--- src/rtl/v_pkg.sv ---
// v_pkg
// Shared types for the list query path: product id, level, the state-table
// entry layout and the state-table address built from {prod_id, level}.
// No ports; imported by the query pipe, its interface and the bench.
package v_pkg;

  localparam int ID_W       = 8;
  // One bit wider than the 16 legal levels need, so an out-of-range level
  // can be presented and rejected.
  localparam int LEVEL_W    = 5;
  localparam int KEY_W      = 8;
  localparam int SIZE_W     = 8;
  localparam int LISTSIZE_W = 8;
  localparam int ADDR_W     = ID_W + LEVEL_W;

  typedef logic [ID_W-1:0]       id_t;
  typedef logic [LEVEL_W-1:0]    level_t;
  typedef logic [KEY_W-1:0]      key_t;
  typedef logic [SIZE_W-1:0]     size_t;
  typedef logic [LISTSIZE_W-1:0] listsize_t;
  typedef logic [ADDR_W-1:0]     addr_t;

  typedef struct packed {
    logic      vld;
    key_t      key;
    size_t     size;
    listsize_t listsize;
  } state_t;

  function automatic addr_t state_addr(input id_t id, input level_t level);
    return {id, level};
  endfunction

endpackage

--- src/rtl/v_pipe_query_mc_if.sv ---
// v_pipe_query_mc_if
// Bundles the per-channel lookup request/response signals and the
// state-table read port of v_pipe_query_mc.
//   slave  : the query pipe (consumes requests and read data).
//   master : the clients plus state storage (drive requests and read data).
//
// Handshake: a request on channel c transfers in the cycle where
// i_lut_vld[c] & o_lut_rdy[c]; the requester holds id/level stable until
// then. Responses have no ready: o_lut_rsp_vld pulses once per response and
// must be taken that cycle. i_state_rdata is valid the cycle after
// o_state_ren.
interface v_pipe_query_mc_if #(
  parameter int N_CH      = 2,
  parameter int ERR_CNT_W = 8
);
  import v_pkg::*;

  localparam int CH_W = (N_CH > 1) ? $clog2(N_CH) : 1;

  logic [N_CH-1:0]                 i_lut_vld;
  id_t  [N_CH-1:0]                 i_lut_prod_id;
  level_t [N_CH-1:0]               i_lut_level;
  logic [N_CH-1:0]                 o_lut_rdy;
  logic                            o_lut_rsp_vld;
  logic [CH_W-1:0]                 o_lut_rsp_ch;
  key_t                            o_lut_key;
  size_t                           o_lut_size;
  listsize_t                       o_lut_listsize;
  logic                            o_lut_error;
  logic [N_CH-1:0][ERR_CNT_W-1:0]  o_lut_err_cnt;
  state_t                          i_state_rdata;
  logic                            o_state_ren;
  addr_t                           o_state_raddr;

  modport slave (
    input  i_lut_vld, i_lut_prod_id, i_lut_level, i_state_rdata,
    output o_lut_rdy, o_lut_rsp_vld, o_lut_rsp_ch, o_lut_key, o_lut_size,
           o_lut_listsize, o_lut_error, o_lut_err_cnt, o_state_ren,
           o_state_raddr
  );

  modport master (
    output i_lut_vld, i_lut_prod_id, i_lut_level, i_state_rdata,
    input  o_lut_rdy, o_lut_rsp_vld, o_lut_rsp_ch, o_lut_key, o_lut_size,
           o_lut_listsize, o_lut_error, o_lut_err_cnt, o_state_ren,
           o_state_raddr
  );

endinterface

--- src/rtl/v_rr_arb.sv ---
// v_rr_arb
// Round-robin arbiter. Priority starts at ptr and wraps modulo N; the grant
// is combinational from req and ptr. After a grant to channel c with adv
// high, ptr moves to (c+1) mod N; otherwise it holds.
// Ports:
//   clk, rst : clock, synchronous active-high reset (ptr -> 0)
//   req      : request vector
//   adv      : allow ptr to advance on a grant
//   gnt      : one-hot grant (zero when no request)
//   idx      : index of the granted channel (0 when no grant)
module v_rr_arb #(
  parameter  int N  = 2,
  localparam int IW = (N > 1) ? $clog2(N) : 1
) (
  input  logic          clk,
  input  logic          rst,
  input  logic [N-1:0]  req,
  input  logic          adv,
  output logic [N-1:0]  gnt,
  output logic [IW-1:0] idx
);

  logic [IW-1:0] ptr;
  logic [IW-1:0] cand;
  logic          found;
  int            sum;

  always_comb begin
    gnt   = '0;
    idx   = '0;
    found = 1'b0;
    cand  = '0;
    sum   = 0;
    for (int i = 0; i < N; i++) begin
      // Wrap explicitly so non-power-of-two N never indexes past N-1.
      sum = int'(ptr) + i;
      if (sum >= N) sum = sum - N;
      cand = IW'(sum);
      if (!found && req[cand]) begin
        found     = 1'b1;
        gnt[cand] = 1'b1;
        idx       = cand;
      end
    end
  end

  always_ff @(posedge clk) begin
    if (rst) begin
      ptr <= '0;
    end else if (adv && found) begin
      ptr <= (int'(idx) == N - 1) ? '0 : idx + IW'(1);
    end
  end

endmodule

--- src/rtl/v_pipe_query_mc.sv ---
// v_pipe_query_mc
// Multi-channel list query pipe. Requests from N_CH channels are arbitrated
// round-robin onto one state-table read port; each accepted request yields
// one tagged response exactly two cycles later, in acceptance order.
//   S0 (grant cycle) : range check, read enable/address driven combinationally.
//   S1               : {vld, ch, oor} registered while the read is in flight.
//   Output           : read data sampled, error applied, response presented.
// Ports:
//   clk, rst : clock, synchronous active-high reset
//   lut      : v_pipe_query_mc_if.slave (requests, responses, error counts,
//              state read port)
module v_pipe_query_mc #(
  parameter int N_CH      = 2,
  parameter int LEVELS_N  = 16,
  parameter int ERR_CNT_W = 8
) (
  input  logic                  clk,
  input  logic                  rst,
  v_pipe_query_mc_if.slave      lut
);
  import v_pkg::*;

  localparam int CH_W = (N_CH > 1) ? $clog2(N_CH) : 1;

  // ---------------- S0: arbitration and issue ----------------
  logic [N_CH-1:0] req;
  logic [N_CH-1:0] gnt;
  logic [CH_W-1:0] gnt_idx;
  logic            gnt_any;
  logic            adv;
  id_t             sel_id;
  level_t          sel_level;
  logic            s0_oor;

  // Masking requests during reset keeps rdy and ren low while rst is high.
  assign req = rst ? '0 : lut.i_lut_vld;
  assign adv = ~rst;

  v_rr_arb #(.N(N_CH)) u_arb (
    .clk (clk),
    .rst (rst),
    .req (req),
    .adv (adv),
    .gnt (gnt),
    .idx (gnt_idx)
  );

  assign gnt_any   = |gnt;
  assign sel_id    = lut.i_lut_prod_id[gnt_idx];
  assign sel_level = lut.i_lut_level[gnt_idx];
  assign s0_oor    = int'(sel_level) >= LEVELS_N;

  assign lut.o_lut_rdy     = gnt;
  // Out-of-range requests never touch the table but still occupy a slot.
  assign lut.o_state_ren   = gnt_any & ~s0_oor;
  assign lut.o_state_raddr = state_addr(sel_id, sel_level);

  // ---------------- S1: tag while the read is in flight ----------------
  logic            s1_vld;
  logic [CH_W-1:0] s1_ch;
  logic            s1_oor;

  always_ff @(posedge clk) begin
    if (rst) begin
      s1_vld <= 1'b0;
      s1_ch  <= '0;
      s1_oor <= 1'b0;
    end else begin
      s1_vld <= gnt_any;
      if (gnt_any) begin
        s1_ch  <= gnt_idx;
        s1_oor <= s0_oor;
      end
    end
  end

  // ---------------- Output stage ----------------
  logic            s1_err;
  logic            rsp_vld;
  logic [CH_W-1:0] rsp_ch;
  key_t            rsp_key;
  size_t           rsp_size;
  listsize_t       rsp_listsize;
  logic            rsp_error;

  // rdata is meaningless for an out-of-range entry, so oor masks it.
  assign s1_err = s1_oor | ~lut.i_state_rdata.vld;

  always_ff @(posedge clk) begin
    if (rst) begin
      rsp_vld      <= 1'b0;
      rsp_ch       <= '0;
      rsp_key      <= '0;
      rsp_size     <= '0;
      rsp_listsize <= '0;
      rsp_error    <= 1'b0;
    end else begin
      rsp_vld <= s1_vld;
      // Data fields hold their last value between responses.
      if (s1_vld) begin
        rsp_ch    <= s1_ch;
        rsp_error <= s1_err;
        if (s1_err) begin
          rsp_key      <= '0;
          rsp_size     <= '0;
          rsp_listsize <= '0;
        end else begin
          rsp_key      <= lut.i_state_rdata.key;
          rsp_size     <= lut.i_state_rdata.size;
          rsp_listsize <= lut.i_state_rdata.listsize;
        end
      end
    end
  end

  assign lut.o_lut_rsp_vld  = rsp_vld;
  assign lut.o_lut_rsp_ch   = rsp_ch;
  assign lut.o_lut_key      = rsp_key;
  assign lut.o_lut_size     = rsp_size;
  assign lut.o_lut_listsize = rsp_listsize;
  assign lut.o_lut_error    = rsp_error;

  // ---------------- Per-channel saturating error counters ----------------
  // Counted from the registered response, so a count moves the cycle after
  // the error response is presented.
  logic [N_CH-1:0][ERR_CNT_W-1:0] err_cnt;

  always_ff @(posedge clk) begin
    if (rst) begin
      err_cnt <= '0;
    end else begin
      for (int c = 0; c < N_CH; c++) begin
        if (rsp_vld && rsp_error && (rsp_ch == CH_W'(c)) && !(&err_cnt[c])) begin
          err_cnt[c] <= err_cnt[c] + ERR_CNT_W'(1);
        end
      end
    end
  end

  assign lut.o_lut_err_cnt = err_cnt;

endmodule

--- src/flat_wrapper.sv ---
// flat-port wrapper written by rule: the top's interface ports become plain ports
module v_pipe_query_mc_flat import v_pkg::*;
#(
  parameter int N_CH      = 2,
  parameter int LEVELS_N  = 16,
  parameter int ERR_CNT_W = 8
)
  (clk, rst, lut_i_lut_vld, lut_i_lut_prod_id, lut_i_lut_level, lut_i_state_rdata, lut_o_lut_rdy, lut_o_lut_rsp_vld, lut_o_lut_rsp_ch, lut_o_lut_key, lut_o_lut_size, lut_o_lut_listsize, lut_o_lut_error, lut_o_lut_err_cnt, lut_o_state_ren, lut_o_state_raddr);
  v_pipe_query_mc_if #(.N_CH(N_CH), .ERR_CNT_W(ERR_CNT_W)) lut_i ();
  input  logic clk;
  input  logic rst;
  input wire logic [$bits(lut_i.i_lut_vld)-1:0] lut_i_lut_vld;
  input wire logic [$bits(lut_i.i_lut_prod_id)-1:0] lut_i_lut_prod_id;
  input wire logic [$bits(lut_i.i_lut_level)-1:0] lut_i_lut_level;
  input wire logic [$bits(lut_i.i_state_rdata)-1:0] lut_i_state_rdata;
  output wire logic [$bits(lut_i.o_lut_rdy)-1:0] lut_o_lut_rdy;
  output wire logic [$bits(lut_i.o_lut_rsp_vld)-1:0] lut_o_lut_rsp_vld;
  output wire logic [$bits(lut_i.o_lut_rsp_ch)-1:0] lut_o_lut_rsp_ch;
  output wire logic [$bits(lut_i.o_lut_key)-1:0] lut_o_lut_key;
  output wire logic [$bits(lut_i.o_lut_size)-1:0] lut_o_lut_size;
  output wire logic [$bits(lut_i.o_lut_listsize)-1:0] lut_o_lut_listsize;
  output wire logic [$bits(lut_i.o_lut_error)-1:0] lut_o_lut_error;
  output wire logic [$bits(lut_i.o_lut_err_cnt)-1:0] lut_o_lut_err_cnt;
  output wire logic [$bits(lut_i.o_state_ren)-1:0] lut_o_state_ren;
  output wire logic [$bits(lut_i.o_state_raddr)-1:0] lut_o_state_raddr;
  assign lut_i.i_lut_vld = lut_i_lut_vld;
  assign lut_i.i_lut_prod_id = lut_i_lut_prod_id;
  assign lut_i.i_lut_level = lut_i_lut_level;
  assign lut_i.i_state_rdata = lut_i_state_rdata;
  assign lut_o_lut_rdy = lut_i.o_lut_rdy;
  assign lut_o_lut_rsp_vld = lut_i.o_lut_rsp_vld;
  assign lut_o_lut_rsp_ch = lut_i.o_lut_rsp_ch;
  assign lut_o_lut_key = lut_i.o_lut_key;
  assign lut_o_lut_size = lut_i.o_lut_size;
  assign lut_o_lut_listsize = lut_i.o_lut_listsize;
  assign lut_o_lut_error = lut_i.o_lut_error;
  assign lut_o_lut_err_cnt = lut_i.o_lut_err_cnt;
  assign lut_o_state_ren = lut_i.o_state_ren;
  assign lut_o_state_raddr = lut_i.o_state_raddr;
  v_pipe_query_mc #(.N_CH(N_CH), .LEVELS_N(LEVELS_N), .ERR_CNT_W(ERR_CNT_W)) u_core (.clk(clk), .rst(rst), .lut(lut_i));
endmodule
--- config.mk ---
export PLATFORM = sky130hd
export DESIGN_NAME = v_pipe_query_mc_flat
export DESIGN_NICKNAME = d
export VERILOG_FILES = /design/src/rtl/v_pkg.sv /design/src/rtl/v_pipe_query_mc_if.sv /design/src/rtl/v_rr_arb.sv /design/src/rtl/v_pipe_query_mc.sv /design/src/flat_wrapper.sv
export SDC_FILE = /design/constraint.sdc
export NUM_CORES = 1
export LEC_CHECK = 0
export CORE_ASPECT_RATIO = 0.9
export CORE_MARGIN = 2
export CORE_UTILIZATION = 39
export DETAILED_ROUTE_END_ITERATION = 12
export PLACE_DENSITY_LB_ADDON = 0.25
export SLEW_MARGIN = 20
export SYNTH_ARGS = -nofsm -noshare
export SYNTH_HDL_FRONTEND = slang
export SYNTH_SLANG_ARGS = --single-unit
--- constraint.sdc ---
create_clock -name clk -period 2.5 [get_ports clk]
set_clock_uncertainty 0.1 [all_clocks]
set_input_delay 0.75 -clock clk [delete_from_list [all_inputs] [get_ports clk]]
set_output_delay 0.75 -clock clk [all_outputs]
set_load 0.05 [all_outputs]
==> impl_results.md <==
- Status: complete, but fails checks
- Failing checks: setup timing
- Post-synth EDFFs: 0
- Most common cell after layout, fill and taps aside: clkdlybuf4s50_1
- Root Buffer: clkbuf_8
- Period utilisation layout: 1.037
- CP dominant cell by count: buf_6
- YS warnings: 0
- Post-synthesis cell count: 239
- Critical path launch point type: input pin
- F_max: a little under 400 MHz
- Total track usage: 0.2021
- R2R Setup Slk: 0.86 ns
- Largest cells by area after synthesis: dfxtp_1 (45%), nor2b_1 (7.8%), nor2_1 (7.8%)
- CP Class: in -> out
- Worst VDD drop: 300.0 uV
- Clock latency at the later pin of the worst-skew pair: 0.30 ns
- Remaining global-route overflow: 0
- RR Endpoint: u_core.lut.o_lut_err_cnt[5]
- CTS tree: done
- CTS HTree Levels: 2
- Critical path endpoint category: primary output
- Top Family by Delay on Critical Path: buffers and inverters
- Core area: 0.005192 sq mm
- 1st-iter DRT viols: a little under 100
- Post-synth cell types: 38
- Die Ht: 73.19 um
- ANT nets after route: 0
- Rel. slew slack: 0.6538
- Post-CTS Hold Buffers: 0
- Dpl hpwl: roughly 4200 um
- Clock tree sinks: 47
- Total Nets Final: roughly 420
- Vias in the first global route: between 2000 and 2500
- RSZ-0062 raised after global routing: true
- Crit path cell chain: buf_6, nand3b_1, buf_6, mux2_4, buf_6
- DRT Pass-1 Iters: 4
- CP max FO: 8
- Register area share after synthesis: 0.4536
- Slew Limit Fails: 0
- DRC: 0
- Average cell area after synthesis: 8.680 sq um
- Grt peak-use layer: met2
- Least-Margin Pin Slew: 0.5177 ns
- Area Overhead vs Synth: 71.23%
- CTS Buffer Depth: 2
- Pin count of the biggest net entering global routing: 44
- Synth area leader: dfxtp_1
- LEAKAGE: 1.422 nW
- GR met3 Demand/Resource: 0.05941
- ANT cells: 0
- Final design utilization: 0.6841
- Worst path required time: 1.65 ns
- Die Wd: 80.88 um
- Routing usage on met1: 0.2479
- Cell area after synthesis: 0.002074 sq mm
- # port buffers: 113
- Top-area cell type share of the netlist area: 0.4536
- M2 GR Usage: 0.3453
- Hold Fails Final Rpt: 0
- Final setup TNS: -0.8188 ns
- First-pass GRT wire length: between 9000 and 10000 um
- Reg2Reg Launch Point: u_core.lut.o_lut_error
- Row cnt: 25
- RePlAce Congestion: ~0.85
- WL/cell: roughly 14 um
- Total vias in the final route: 2112
- R2r worst-path depth: 4
- Min-delay worst type: reg -> reg
- Synth Net Count: 296
- Seq cells post-synth: 47
- HP Start: u_core.s1_ch
- Placement Setup Slack: -0.5525 ns
- Die footprint: 0.005919 sq mm
- Min-Delay Endpoint: u_core.s1_ch
- CP Data Arrival Time: 1.74 ns
- Layout cell share with drive strength beyond 1: 0.1801
- Primary FF master, synth: dfxtp_1
- Vias/cell: around 4.9
- WHS Path Cells: 2
- Min Hold Slack: 0.3528 ns
- # setup viols final: 14
- Starting density of the core: 0.3995
- Critical Path Max Stage Delay: 0.31 ns
- TritonCTS Buffers: 5
- Buffers and inverters on the worst path: 3
- PD cells: 502.1 mW/mm^2
- FILL cells: roughly 450
- Final min period: ~2.6 ns
- Initial antenna violation count: 0
- Crit path max-delay cell type: mux2_4
- Async SR Flop Fraction: 0
- Drt total wl: 5850 um
- I/O Pins: approximately 110
- Max_cap viols: 0
- Commonest cells after routing, fill and taps aside: clkdlybuf4s50_1 (90), dfxtp_1 (47), nor2_1 (42)
- Setup slack after layout: -0.09214 ns
- CTS clk-pin slew, worst paths: 0.08 ns
[state kept, by name (all words and copies together), names as in the netlist]
register,flops
u_core.lut.o_lut_rsp_vld,1
u_core.s1_vld,1
u_core.lut.o_lut_size,8
u_core.lut.o_lut_listsize,8
u_core.lut.o_lut_error,1
u_core.s1_ch,1
u_core.s1_oor,1
u_core.lut.o_lut_err_cnt,16
u_core.u_arb.ptr,1
u_core.lut.o_lut_key,8
u_core.lut.o_lut_rsp_ch,1
[power breakdown]
part           internal, mW  switching (mW)
Clock                 0.301           0.270
Sequential            0.770          0.0173
Combinational         0.204           0.220
Total                  1.28           0.508
[per-stage QoR]
stage	power (mW)	std cells	instance area (sq um)
after floorplan	1.014	239	2076
after global placement	1.196	419	3328
after detailed placement	1.202	419	3328
after CTS	1.795	428	3520
after global routing	1.857	428	3552
final	1.783	428	3552
[kinds of logic after synthesis]
family	synth area share
compound gates	0.1285
xor+xnor	0.008445
fa+ha+maj	0.01206
buf+inv	0.03257
flops	0.4536
mux	0.09952
simple gates	0.2654
[area by class of cell]
type                            count  area, sq um  area share
Clock buffer                        5        68.82     0.01937
Clock inverter                      3        46.29     0.01303
Timing Repair Buffer              126         1287      0.3624
Inverter                            4        15.01    0.004227
Sequential cell                    47        940.9      0.2649
Tap cell                           67        83.83     0.02360
Multi-Input combinational cell    176         1110      0.3124
[synth_stat cells (3+ instances only)]
cell	number
clkbuf_1	7
o21ai_0	3
inv_1	4
nor2_1	43
buf_2	3
nand2_1	11
mux2_2	13
a31oi_1	3
a21oi_1	30
nor2b_1	26
dfxtp_1	47
mux2i_1	6
nor3_1	6
nand3_1	5
[worst max-delay path by stage]
| stage | startpoint | slack, ns | to | cells past startpoint |
|---|---|---|---|---|
| after floorplan | lut_i_lut_vld[0] | -0.05 | lut_o_state_raddr[10] | 4 |
| after global placement | lut_i_lut_vld[0] | -0.49 | lut_o_state_ren | 7 |
| after detailed placement | lut_i_lut_vld[0] | -0.55 | lut_o_state_ren | 7 |
| after CTS | rst | -0.08 | lut_o_state_ren | 6 |
| after global routing | lut_i_lut_vld[0] | -0.12 | lut_o_state_ren | 7 |
| final | rst | -0.09 | lut_o_state_raddr[2] | 5 |
[layer usage]
layer	up-vias	share of wire
met3	8	0.066
met2	72	0.49
met5	-	0
met4	0	0.014
met1	970	0.43
li1	1062	-
[tightest hold or removal path, stage by stage (launching register included)]
cell and delay (ns):
dfxtp_1 0.32, nand2_1 0.05, nand2_1 0.04
[what timing repair did]
action / in CTS / in global routing
endpoints found under the setup margin: 16 / 15
pin swaps: 2 / 2
resized for setup: 27 / 8
buffers inserted: 1 / 0
Note: power is estimated with default switching activity, not from simulation.
